[src/rtl/pipe_ctrl_pkg.sv]
// Shared CPU pipeline-control definitions: controller states and divider timing.
package pipe_ctrl_pkg;

    typedef enum logic [1:0] {
        RUN        = 2'd0,
        DIV        = 2'd1,
        FETCH_PEND = 2'd2
    } pipe_state_e;

    localparam int DIV_CYCLES_DEF = 33;
    localparam int CNT_W          = 6;

endpackage

[src/rtl/pipe_ctrl_if.sv]
// Pipeline status inputs and stage-register write/clear enables.
interface pipe_ctrl_if;

    logic       ICacheBusy;
    logic       DCacheBusy;
    logic       EXE_DivStart;
    logic       EXE_IsLoad;
    logic [4:0] EXE_rt;
    logic       ID_Valid;
    logic       ID_UsesRs;
    logic       ID_UsesRt;
    logic [4:0] ID_rs;
    logic [4:0] ID_rt;
    logic       EXE_Mispredict;
    logic       MEM_Exception;

    logic       PC_Wr, ID_Wr, EXE_Wr, MEM_Wr, WB_Wr;
    logic       ID_Flush, EXE_Flush, MEM_Flush, WB_Flush;

    // Datapath side: reports status, consumes enables.
    modport master (
        output ICacheBusy, DCacheBusy, EXE_DivStart, EXE_IsLoad, EXE_rt,
               ID_Valid, ID_UsesRs, ID_UsesRt, ID_rs, ID_rt,
               EXE_Mispredict, MEM_Exception,
        input  PC_Wr, ID_Wr, EXE_Wr, MEM_Wr, WB_Wr,
               ID_Flush, EXE_Flush, MEM_Flush, WB_Flush
    );

    // Controller side.
    modport slave (
        input  ICacheBusy, DCacheBusy, EXE_DivStart, EXE_IsLoad, EXE_rt,
               ID_Valid, ID_UsesRs, ID_UsesRt, ID_rs, ID_rt,
               EXE_Mispredict, MEM_Exception,
        output PC_Wr, ID_Wr, EXE_Wr, MEM_Wr, WB_Wr,
               ID_Flush, EXE_Flush, MEM_Flush, WB_Flush
    );

endinterface

[src/rtl/pipe_hazard_detect.sv]
// Load-use hazard: ID reads a register that the load in EXE has not produced yet.
module pipe_hazard_detect (
    input  logic       id_valid,
    input  logic       id_uses_rs,
    input  logic       id_uses_rt,
    input  logic [4:0] id_rs,
    input  logic [4:0] id_rt,
    input  logic       exe_is_load,
    input  logic [4:0] exe_rt,
    output logic       load_use
);

    logic rs_hit, rt_hit;

    assign rs_hit   = id_uses_rs && (id_rs == exe_rt);
    assign rt_hit   = id_uses_rt && (id_rt == exe_rt);
    // $zero is never a real dependency.
    assign load_use = id_valid && exe_is_load && (exe_rt != 5'd0) && (rs_hit || rt_hit);

endmodule

[src/rtl/pipe_ctrl.sv]
// Pipeline stall/flush controller: freeze, exception, mispredict, divide stall,
// load-use stall and I-cache bubble, in that priority order.
module pipe_ctrl
    import pipe_ctrl_pkg::*;
#(
    parameter int DIV_CYCLES = DIV_CYCLES_DEF
) (
    input  logic        clk,
    input  logic        rst,
    pipe_ctrl_if.slave  pif
);

    pipe_state_e      state, state_nxt;
    logic [CNT_W-1:0] div_cnt, cnt_nxt;
    logic             pend_flush, pend_nxt;
    logic             load_use;

    logic pc_wr, id_wr, exe_wr, mem_wr, wb_wr;
    logic id_fl, exe_fl, mem_fl, wb_fl;

    pipe_hazard_detect u_hazard (
        .id_valid    (pif.ID_Valid),
        .id_uses_rs  (pif.ID_UsesRs),
        .id_uses_rt  (pif.ID_UsesRt),
        .id_rs       (pif.ID_rs),
        .id_rt       (pif.ID_rt),
        .exe_is_load (pif.EXE_IsLoad),
        .exe_rt      (pif.EXE_rt),
        .load_use    (load_use)
    );

    always_ff @(posedge clk or posedge rst) begin
        if (rst) begin
            state      <= RUN;
            div_cnt    <= '0;
            pend_flush <= 1'b0;
        end else begin
            state      <= state_nxt;
            div_cnt    <= cnt_nxt;
            pend_flush <= pend_nxt;
        end
    end

    always_comb begin
        pc_wr = 1'b1; id_wr = 1'b1; exe_wr = 1'b1; mem_wr = 1'b1; wb_wr = 1'b1;
        id_fl = 1'b0; exe_fl = 1'b0; mem_fl = 1'b0; wb_fl = 1'b0;
        state_nxt = state;
        cnt_nxt   = div_cnt;
        pend_nxt  = pend_flush;

        if (rst) begin
            pc_wr = 1'b0; id_wr = 1'b0; exe_wr = 1'b0; mem_wr = 1'b0; wb_wr = 1'b0;
            id_fl = 1'b1; exe_fl = 1'b1; mem_fl = 1'b1; wb_fl = 1'b1;
        end else if (pif.DCacheBusy) begin
            pc_wr = 1'b0; id_wr = 1'b0; exe_wr = 1'b0; mem_wr = 1'b0; wb_wr = 1'b0;
        end else if (pif.MEM_Exception) begin
            id_fl = 1'b1; exe_fl = 1'b1; mem_fl = 1'b1;
            cnt_nxt   = '0;
            pend_nxt  = pif.ICacheBusy;
            state_nxt = pif.ICacheBusy ? FETCH_PEND : RUN;
        end else if (pif.EXE_Mispredict) begin
            cnt_nxt = '0;
            // Busy fetch: the wrong-path drop is deferred until the fetch returns.
            if (pif.ICacheBusy) begin
                pc_wr = 1'b0; id_wr = 1'b0;
                pend_nxt  = 1'b1;
                state_nxt = FETCH_PEND;
            end else begin
                id_fl     = 1'b1;
                pend_nxt  = 1'b0;
                state_nxt = RUN;
            end
        end else begin
            case (state)
                FETCH_PEND: begin
                    if (pif.ICacheBusy) begin
                        pc_wr = 1'b0; id_wr = 1'b0;
                    end else begin
                        id_fl     = pend_flush;
                        pend_nxt  = 1'b0;
                        state_nxt = RUN;
                    end
                end
                DIV: begin
                    pc_wr = 1'b0; id_wr = 1'b0; exe_wr = 1'b0; mem_fl = 1'b1;
                    cnt_nxt = div_cnt - 1'b1;
                    if (div_cnt <= CNT_W'(1)) state_nxt = RUN;
                end
                default: begin
                    if (pif.EXE_DivStart) begin
                        pc_wr = 1'b0; id_wr = 1'b0; exe_wr = 1'b0; mem_fl = 1'b1;
                        cnt_nxt   = CNT_W'(DIV_CYCLES - 1);
                        state_nxt = DIV;
                    end else if (load_use) begin
                        pc_wr = 1'b0; id_wr = 1'b0; exe_fl = 1'b1;
                    end else if (pif.ICacheBusy) begin
                        pc_wr = 1'b0; id_fl = 1'b1;
                    end
                end
            endcase
        end
    end

    assign pif.PC_Wr     = pc_wr;
    assign pif.ID_Wr     = id_wr;
    assign pif.EXE_Wr    = exe_wr;
    assign pif.MEM_Wr    = mem_wr;
    assign pif.WB_Wr     = wb_wr;
    assign pif.ID_Flush  = id_fl;
    assign pif.EXE_Flush = exe_fl;
    assign pif.MEM_Flush = mem_fl;
    assign pif.WB_Flush  = wb_fl;

endmodule

[src/flat_wrapper.sv]
// flat-port wrapper written by rule: the top's interface ports become plain ports
module pipe_ctrl_flat import pipe_ctrl_pkg::*;
#(
    parameter int DIV_CYCLES = DIV_CYCLES_DEF
)
  (clk, rst, pif_ICacheBusy, pif_DCacheBusy, pif_EXE_DivStart, pif_EXE_IsLoad, pif_EXE_rt, pif_ID_Valid, pif_ID_UsesRs, pif_ID_UsesRt, pif_ID_rs, pif_ID_rt, pif_EXE_Mispredict, pif_MEM_Exception, pif_PC_Wr, pif_ID_Wr, pif_EXE_Wr, pif_MEM_Wr, pif_WB_Wr, pif_ID_Flush, pif_EXE_Flush, pif_MEM_Flush, pif_WB_Flush);
  pipe_ctrl_if pif_i ();
  input  logic clk;
  input  logic rst;
  input wire logic [$bits(pif_i.ICacheBusy)-1:0] pif_ICacheBusy;
  input wire logic [$bits(pif_i.DCacheBusy)-1:0] pif_DCacheBusy;
  input wire logic [$bits(pif_i.EXE_DivStart)-1:0] pif_EXE_DivStart;
  input wire logic [$bits(pif_i.EXE_IsLoad)-1:0] pif_EXE_IsLoad;
  input wire logic [$bits(pif_i.EXE_rt)-1:0] pif_EXE_rt;
  input wire logic [$bits(pif_i.ID_Valid)-1:0] pif_ID_Valid;
  input wire logic [$bits(pif_i.ID_UsesRs)-1:0] pif_ID_UsesRs;
  input wire logic [$bits(pif_i.ID_UsesRt)-1:0] pif_ID_UsesRt;
  input wire logic [$bits(pif_i.ID_rs)-1:0] pif_ID_rs;
  input wire logic [$bits(pif_i.ID_rt)-1:0] pif_ID_rt;
  input wire logic [$bits(pif_i.EXE_Mispredict)-1:0] pif_EXE_Mispredict;
  input wire logic [$bits(pif_i.MEM_Exception)-1:0] pif_MEM_Exception;
  output wire logic [$bits(pif_i.PC_Wr)-1:0] pif_PC_Wr;
  output wire logic [$bits(pif_i.ID_Wr)-1:0] pif_ID_Wr;
  output wire logic [$bits(pif_i.EXE_Wr)-1:0] pif_EXE_Wr;
  output wire logic [$bits(pif_i.MEM_Wr)-1:0] pif_MEM_Wr;
  output wire logic [$bits(pif_i.WB_Wr)-1:0] pif_WB_Wr;
  output wire logic [$bits(pif_i.ID_Flush)-1:0] pif_ID_Flush;
  output wire logic [$bits(pif_i.EXE_Flush)-1:0] pif_EXE_Flush;
  output wire logic [$bits(pif_i.MEM_Flush)-1:0] pif_MEM_Flush;
  output wire logic [$bits(pif_i.WB_Flush)-1:0] pif_WB_Flush;
  assign pif_i.ICacheBusy = pif_ICacheBusy;
  assign pif_i.DCacheBusy = pif_DCacheBusy;
  assign pif_i.EXE_DivStart = pif_EXE_DivStart;
  assign pif_i.EXE_IsLoad = pif_EXE_IsLoad;
  assign pif_i.EXE_rt = pif_EXE_rt;
  assign pif_i.ID_Valid = pif_ID_Valid;
  assign pif_i.ID_UsesRs = pif_ID_UsesRs;
  assign pif_i.ID_UsesRt = pif_ID_UsesRt;
  assign pif_i.ID_rs = pif_ID_rs;
  assign pif_i.ID_rt = pif_ID_rt;
  assign pif_i.EXE_Mispredict = pif_EXE_Mispredict;
  assign pif_i.MEM_Exception = pif_MEM_Exception;
  assign pif_PC_Wr = pif_i.PC_Wr;
  assign pif_ID_Wr = pif_i.ID_Wr;
  assign pif_EXE_Wr = pif_i.EXE_Wr;
  assign pif_MEM_Wr = pif_i.MEM_Wr;
  assign pif_WB_Wr = pif_i.WB_Wr;
  assign pif_ID_Flush = pif_i.ID_Flush;
  assign pif_EXE_Flush = pif_i.EXE_Flush;
  assign pif_MEM_Flush = pif_i.MEM_Flush;
  assign pif_WB_Flush = pif_i.WB_Flush;
  pipe_ctrl #(.DIV_CYCLES(DIV_CYCLES)) u_core (.clk(clk), .rst(rst), .pif(pif_i));
endmodule
[config.mk]
export PLATFORM = sky130hd
export DESIGN_NAME = pipe_ctrl_flat
export DESIGN_NICKNAME = d
export VERILOG_FILES = /design/src/rtl/pipe_ctrl_pkg.sv /design/src/rtl/pipe_ctrl_if.sv /design/src/rtl/pipe_hazard_detect.sv /design/src/rtl/pipe_ctrl.sv /design/src/flat_wrapper.sv
export SDC_FILE = /design/constraint.sdc
export NUM_CORES = 1
export LEC_CHECK = 0
export ABC_AREA = 1
export CAP_MARGIN = 20
export CORE_ASPECT_RATIO = 1.4
export CORE_UTILIZATION = 33
export CTS_BUF_LIST = sky130_fd_sc_hd__clkbuf_2
export DETAILED_ROUTE_END_ITERATION = 8
export RECOVER_POWER = 50
export SLEW_MARGIN = 20
export SYNTH_ARGS = -nofsm -noshare
export SYNTH_HDL_FRONTEND = slang
export SYNTH_SLANG_ARGS = --single-unit
[constraint.sdc]
create_clock -name clk -period 2.05 [get_ports clk]
set_clock_uncertainty 0.2 [all_clocks]
set_input_delay 0.5125 -clock clk [delete_from_list [all_inputs] [get_ports clk]]
set_output_delay 0.5125 -clock clk [all_outputs]
set_load 0.05 [all_outputs]
Word level (Yosys, flattened, before mapping) --
Cells that the tools add are included.
Operators by class: equal/unequal tests 8, reduce and logical (&&, ||, !) cells 14, magnitude comparators 1, mux-type cells 61, add/subtract/negate cells 1, bitwise gates (word level) 2
Operator list (number):
- 1-bit two-way mux | 45
- 6-bit two-way mux | 3
- 2-bit two-way mux | 6
- 6-bit one-hot mux with 2 select lines | 1
- 5-bit == test | 2
- 1-bit one-hot mux with 2 select lines | 5
- 5-bit nonzero test | 2
- 4-bit AND reduction | 2
- 6-bit by 1-bit less-or-equal comparator with 1-bit output (second input constant) | 1
- 6-bit by 1-bit subtractor with 6-bit output (second input constant) | 1
- 1-bit logical AND | 5
- 5-bit AND reduction | 1
- 4-bit by 3-bit inequality test with 1-bit output (second input constant) | 1
- 4-bit inequality test (second input constant) | 1
- 2-bit one-hot mux with 2 select lines | 1
- 4-bit nonzero test | 1
- 3-bit by 1-bit inequality test with 1-bit output (second input constant) | 1
- 3-bit inequality test (second input constant) | 1
- 3-bit nonzero test | 1
- 2-bit by 1-bit == test with 1-bit output (second input constant) | 1
- 2-bit == test (second input constant) | 1
- 1-bit NOT | 2
- 2-bit OR reduction | 1
- 1-bit logical OR | 1
Storage, ports and cells: register bits 9, bits of input ports 26, output and inout bits 9, logic and storage cells 90

Logic depth before layout (Yosys ltp) --
Gate-level depths: netlist (run 1).
depth after elaboration 11, gate-level depth with buffers 13, gate-level depth less buffers 13

Modules after synthesis --
A second synthesis (run 1) with hierarchy kept.
Unflattened totals: cell total of the unflattened synthesis 175, area, all modules 1018.5 µm²
By module, submodules not included:
- pipe_ctrl | cells each 119, area an instance 798.3 µm², sequential area each 225.2 µm², instances 1
- pipe_hazard_detect | cells each 56, area an instance 220.2 µm², sequential area each 0.0 µm², instances 1

Worst setup path before layout (run 1) --
No wires, ideal clock.
path kind register to output, from register u_core.state[0], to output port pif_ID_Wr, path buffers 0, data required time 1.337 ns, path slack -0.570 ns, arrival time 1.907 ns, stages on the path, launching flop included 9, path through dfrtp_1 > inv_1 > ha_1 > inv_1 > nor2_1 > nand2_1 > o31ai_1 > nand2_1 > a21oi_1
On the way: cells in the longest elaborated chain, start to end 6
RTL lines:
- from (decl) | line pipe_ctrl.sv:13 | pipe_state_e state, state_nxt;
- from (signal assigned) | line pipe_ctrl.sv:38 | state <= state_nxt;
- 2-bit by 1-bit == test with 1-bit output / 2-bit == test (equally long branches) | line pipe_ctrl.sv:74 | case (state)
- 1-bit one-hot mux with 2 select lines (*) | line pipe_ctrl.sv:74
- 1-bit two-way mux (*) | line pipe_ctrl.sv:61 | end else if (pif.EXE_Mispredict) begin
- 1-bit two-way mux (*) | line pipe_ctrl.sv:56 | end else if (pif.MEM_Exception) begin
- 1-bit two-way mux (*) | line pipe_ctrl.sv:54 | end else if (pif.DCacheBusy) begin
- 1-bit two-way mux (*) | line pipe_ctrl.sv:51 | if (rst) begin
- to (decl) | line flat_wrapper.sv:23 | output wire logic [$bits(pif_i.ID_Wr)-1:0] pif_ID_Wr;
Mark *: on every way between the ends. The rest lies on a longest branch, timed or not.

Final worst setup path (run 1) --
from register u_core.state[1], to output port pif_ID_Wr
Same word-level chain as after synthesis.

==> results.md, run 1 <==
- In this run the worst setup path terminates at pif_ID_Wr.
- The flow ran to the end, but the final reports show violations.
- Data arrives at the worst endpoint at 1730 ps.
- Of the total power, registers draw 26.5%.
- The worst relative slew slack is 70.0%.
- The smallest clock period supported by the final layout is computed as 2450 ps.
- The number of distinct library cells after synthesis is 23.
- Timing would allow up to 0.409 GHz.
- The number of antenna-violating nets in the routed design is 0.
- The last weighted congestion value of the routability-driven placer is 0.892.
- The cell area after placement is 1730 um^2.
- The maximum ir drop on the vdd rail is 0.430 mV.
- Net switching is 42.6% of the power.
- Yosys mapped a number of flops with a built-in enable equal to 0.
- STA classifies the critical path startpoint as a flop.
- The overall routing resource usage is 19.8%.
- The worst endpoint required time is 1340 ps.
- The critical path crosses 8 cells after its start point.
- The clock network fraction of design power is 12.6%.
- The net load switching power is 0.000374 W.
- The width of the die is 48.1 um.
- The clock passes through at most 2 buffers.
- The average wire per standard cell is 10.8 um.
- Counting flops with an async set or reset pin after synthesis yields a share of 100%.
- In the layout the commonest cells are sky130_fd_sc_hd__nand2_1, sky130_fd_sc_hd__inv_1, sky130_fd_sc_hd__buf_4.
- The slowest cell on the critical path is sky130_fd_sc_hd__dfrtp_1.
- The initial antenna violation count came to 0.
- The core region is 2850 um^2.
- In this run, the number of DRC markers left after iteration 0 of detailed routing was 28.
- The die covers 3200 um^2.
- The final reports fail on setup timing.
- The synthesized design contains 9 register bits.
- The via count of the first global-routing pass came to 1,177.
- The total power draw is 0.000879 W.
- Detailed placement finished with a half-perimeter wire length of 2450 um.
- Summing all multi-input logic gate instances after layout gives 686 um^2.
- The TritonCTS clock tree is done.
- The final net count is 255.
- The die extent in y is 66.5 um.
- After clock tree synthesis, the clock-pin slew on the worst setup and hold paths is 90 ps.
- Summed over all cells, the static leakage comes to 0.895 nW.
- The clock sink total is 9.
- For this run, the slowest stage of the critical path takes 420 ps.
- Combinational cells account for 60.9% of the total power.
- After routing the design area is 1720 um^2.
- The number of buffers created by CTS is 3.
- The setup slack of the worst register-to-register path is 230 ps.
- The first-pass GRT wire length is 4600 um.
- The signal on the critical path passes through ha_4 -> inv_4 -> nor2_4 -> nand2_2 -> o31ai_2 -> nand2_1 -> a21oi_4 -> buf_12.
- The register cell area after layout is 225 um^2.
- The worst reg2reg path endpoint is u_core.div_cnt[3].
- The gate count after technology mapping is 161.
- The number of buffers and inverters on the critical path is 2.
- In this run the cell area of the synthesized design comes to 981 um^2.
- 35 I/O pins were placed.
- The detail-routed via count per cell is 4.56.
- The tool flagged a number of max-cap violations equal to 0.
- Global routing finished with a remaining overflow of 0.
- The post-route DRC violation count is 0.
- The launch instance of the worst register-to-register path is u_core.state[0].
- Setup repair after global routing could not meet its margin everywhere.
- The cell-internal power is 0.000504 W.
- CTS built an H-tree with a depth of 1.
- The path type of the worst setup path is flop to output pin.
- The initial standard-cell utilization of the core is 34.4%.
- The total count of hold-check failures in the final report is 0.
- The clock latency of the later-clocked register in the worst-skew pair is 240 ps.
- The ratio of total power to cell area is 512 nW/um^2.
- The signed area change from the synthesized netlist to the final layout is 75.0%.
- The repair_antennas step left the layout with diodes totalling 0.
- In this run the worst hold path is classified as flop to flop.
- The post-route fraction of the period consumed by the critical path is 119%.
- The detailed router placed 1,191 vias in this run.
- The category of cells accounting for the largest share of critical-path delay is flip-flops.
- The number of core rows is 23.
- The largest net degree at the start of global routing is 9.
- The post-route netlist has 37.5% of its cells at a drive strength greater than 1.
- The highest fanout seen on the critical path is 4.
- The count of buffers inserted at the top-level ports is 34.
- Adding up every negative setup slack in the final design gives -2140 ps.
- Counting every net in the synthesized netlist gives 191.
- The library cell used most frequently in the layout, excluding fill and tap cells, is sky130_fd_sc_hd__nand2_1.
- Of the synthesized area, sequential elements account for 23.0%.
- The count of endpoints failing setup in the final report is 8.
- The average instance in the mapped netlist occupies 6.09 um^2.
- STA classifies the critical path endpoint as an output pin.
- The cell sitting at the root of the clock tree is a sky130_fd_sc_hd__clkbuf_2.
- The total routed wirelength is 2830 um.
- The final count of pins violating max slew is 0.
- The path depth of the worst reg2reg path is 8.
- Yosys printed 0 warnings.
- The worst-case setup slack after placement is -785 ps.
- At the pin with the least slew margin, the transition time is 451 ps.
- The count of TritonRoute iterations in the first routing pass is 4.
- In the synthesized netlist the dominant register cell turns out to be sky130_fd_sc_hd__dfrtp_1.
- The tightest hold path in the finished design has a slack of 311 ps.
- The post-layout worst setup margin is -397 ps.
- The filler cells instantiated in the layout total 278.
- The most critical setup path has its startpoint at u_core.state[1].
## tightest hold or removal path, stage by stage, from the launching register on
cell and delay, ps:
sky130_fd_sc_hd__dfrtp_1 340, sky130_fd_sc_hd__o21ai_0 80, sky130_fd_sc_hd__nand2_1 60
## synth_stat cells (2+ instances only)
| master | instances | area share [%] |
|---|---|---|
| sky130_fd_sc_hd__a21oi_1 | 7 | 3.6 |
| sky130_fd_sc_hd__dfrtp_1 | 9 | 23 |
| sky130_fd_sc_hd__nand4_1 | 2 | 1.3 |
| sky130_fd_sc_hd__ha_1 | 4 | 5.1 |
| sky130_fd_sc_hd__o21ai_1 | 2 | 1.0 |
| sky130_fd_sc_hd__nor3_1 | 4 | 2.0 |
| sky130_fd_sc_hd__buf_4 | 2 | 1.5 |
| sky130_fd_sc_hd__o21ai_0 | 10 | 5.1 |
| sky130_fd_sc_hd__o21ai_2 | 3 | 2.7 |
| sky130_fd_sc_hd__nand2_1 | 46 | 18 |
| sky130_fd_sc_hd__inv_1 | 33 | 13 |
| sky130_fd_sc_hd__nand3_1 | 11 | 5.6 |
| sky130_fd_sc_hd__nor2_4 | 4 | 4.6 |
| sky130_fd_sc_hd__inv_2 | 3 | 1.1 |
| sky130_fd_sc_hd__nor2_1 | 13 | 5.0 |
## kinds of logic (layout without fill, tap and decap cells)
| group | after synthesis | in the layout | share of synthesized area [%] |
|---|---|---|---|
| simple gates | 84 | 84 | 40.3 |
| buf+inv | 38 | 101 | 15.3 |
| compound gates | 26 | 26 | 16.3 |
| flops | 9 | 9 | 23.0 |
| fa+ha+maj | 4 | 4 | 5.10 |
## metrics by stage
stage / utilization, % / std cells
after floorplan: - / 161
after global placement: 60.9 / 257
after detailed placement: 60.9 / 257
after CTS: 60.8 / 261
after global routing: 60.3 / 261
final: 60.3 / 261
## power by group through the flow
stage	Clock (W)	Sequential, W	Combinational (W)
2_1_floorplan	0	0.000231	0.000300
3_3_place_gp	0	0.000235	0.000524
3_5_place_dp	0	0.000237	0.000535
4_1_cts	0.000115	0.000232	0.000540
5_1_grt	0.000123	0.000235	0.000586
6_report	0.000111	0.000233	0.000535
## flip-flops by register name, indices dropped and copies added (netlist names)
| name | cells |
|---|---|
| u_core.state | 2 |
| u_core.pend_flush | 1 |
| u_core.div_cnt | 6 |
## layout make-up
| type | instances | share of cell area (%) |
|---|---|---|
| clock buffers | 4 | 1.17 |
| inverters | 36 | 9.33 |
| multi-input cells | 114 | 39.9 |
| flip-flops and latches | 9 | 13.1 |
| well taps | 37 | 2.70 |
| repair buffers | 61 | 33.7 |
## how the worst min path moves through the flow
stage,start,endpoint,cells after the start
floorplan,rst,u_core.div_cnt[0],1
global placement,u_core.pend_flush,u_core.pend_flush,2
detailed placement,u_core.pend_flush,u_core.pend_flush,2
CTS,u_core.pend_flush,u_core.pend_flush,2
global route,u_core.pend_flush,u_core.pend_flush,2
finish,u_core.pend_flush,u_core.pend_flush,2
## metal layers
layer	vias to the layer above	track usage [%]	wire [um]
li1	627	-	-
met1	535	21.0	1110
met2	24	38.3	1590
met3	5	0.813	88
met4	0	6.60	31
met5	-	0	0
## repair_timing
item                                   CTS  global route
pin swaps                               24             7
resized for setup                       57             4
endpoints found under the hold margin    0             0
buffers inserted                         1             0
hold buffers                             0             0
setup endpoints to repair                8             6
Note: power is estimated with default switching activity, not from simulation.
==> run 2: changes to the inputs <==
- CAP_MARGIN: 20 -> 40
==> results of run 2 <==
Same layout as run 1: the final DEF is identical, and so are final timing and power.
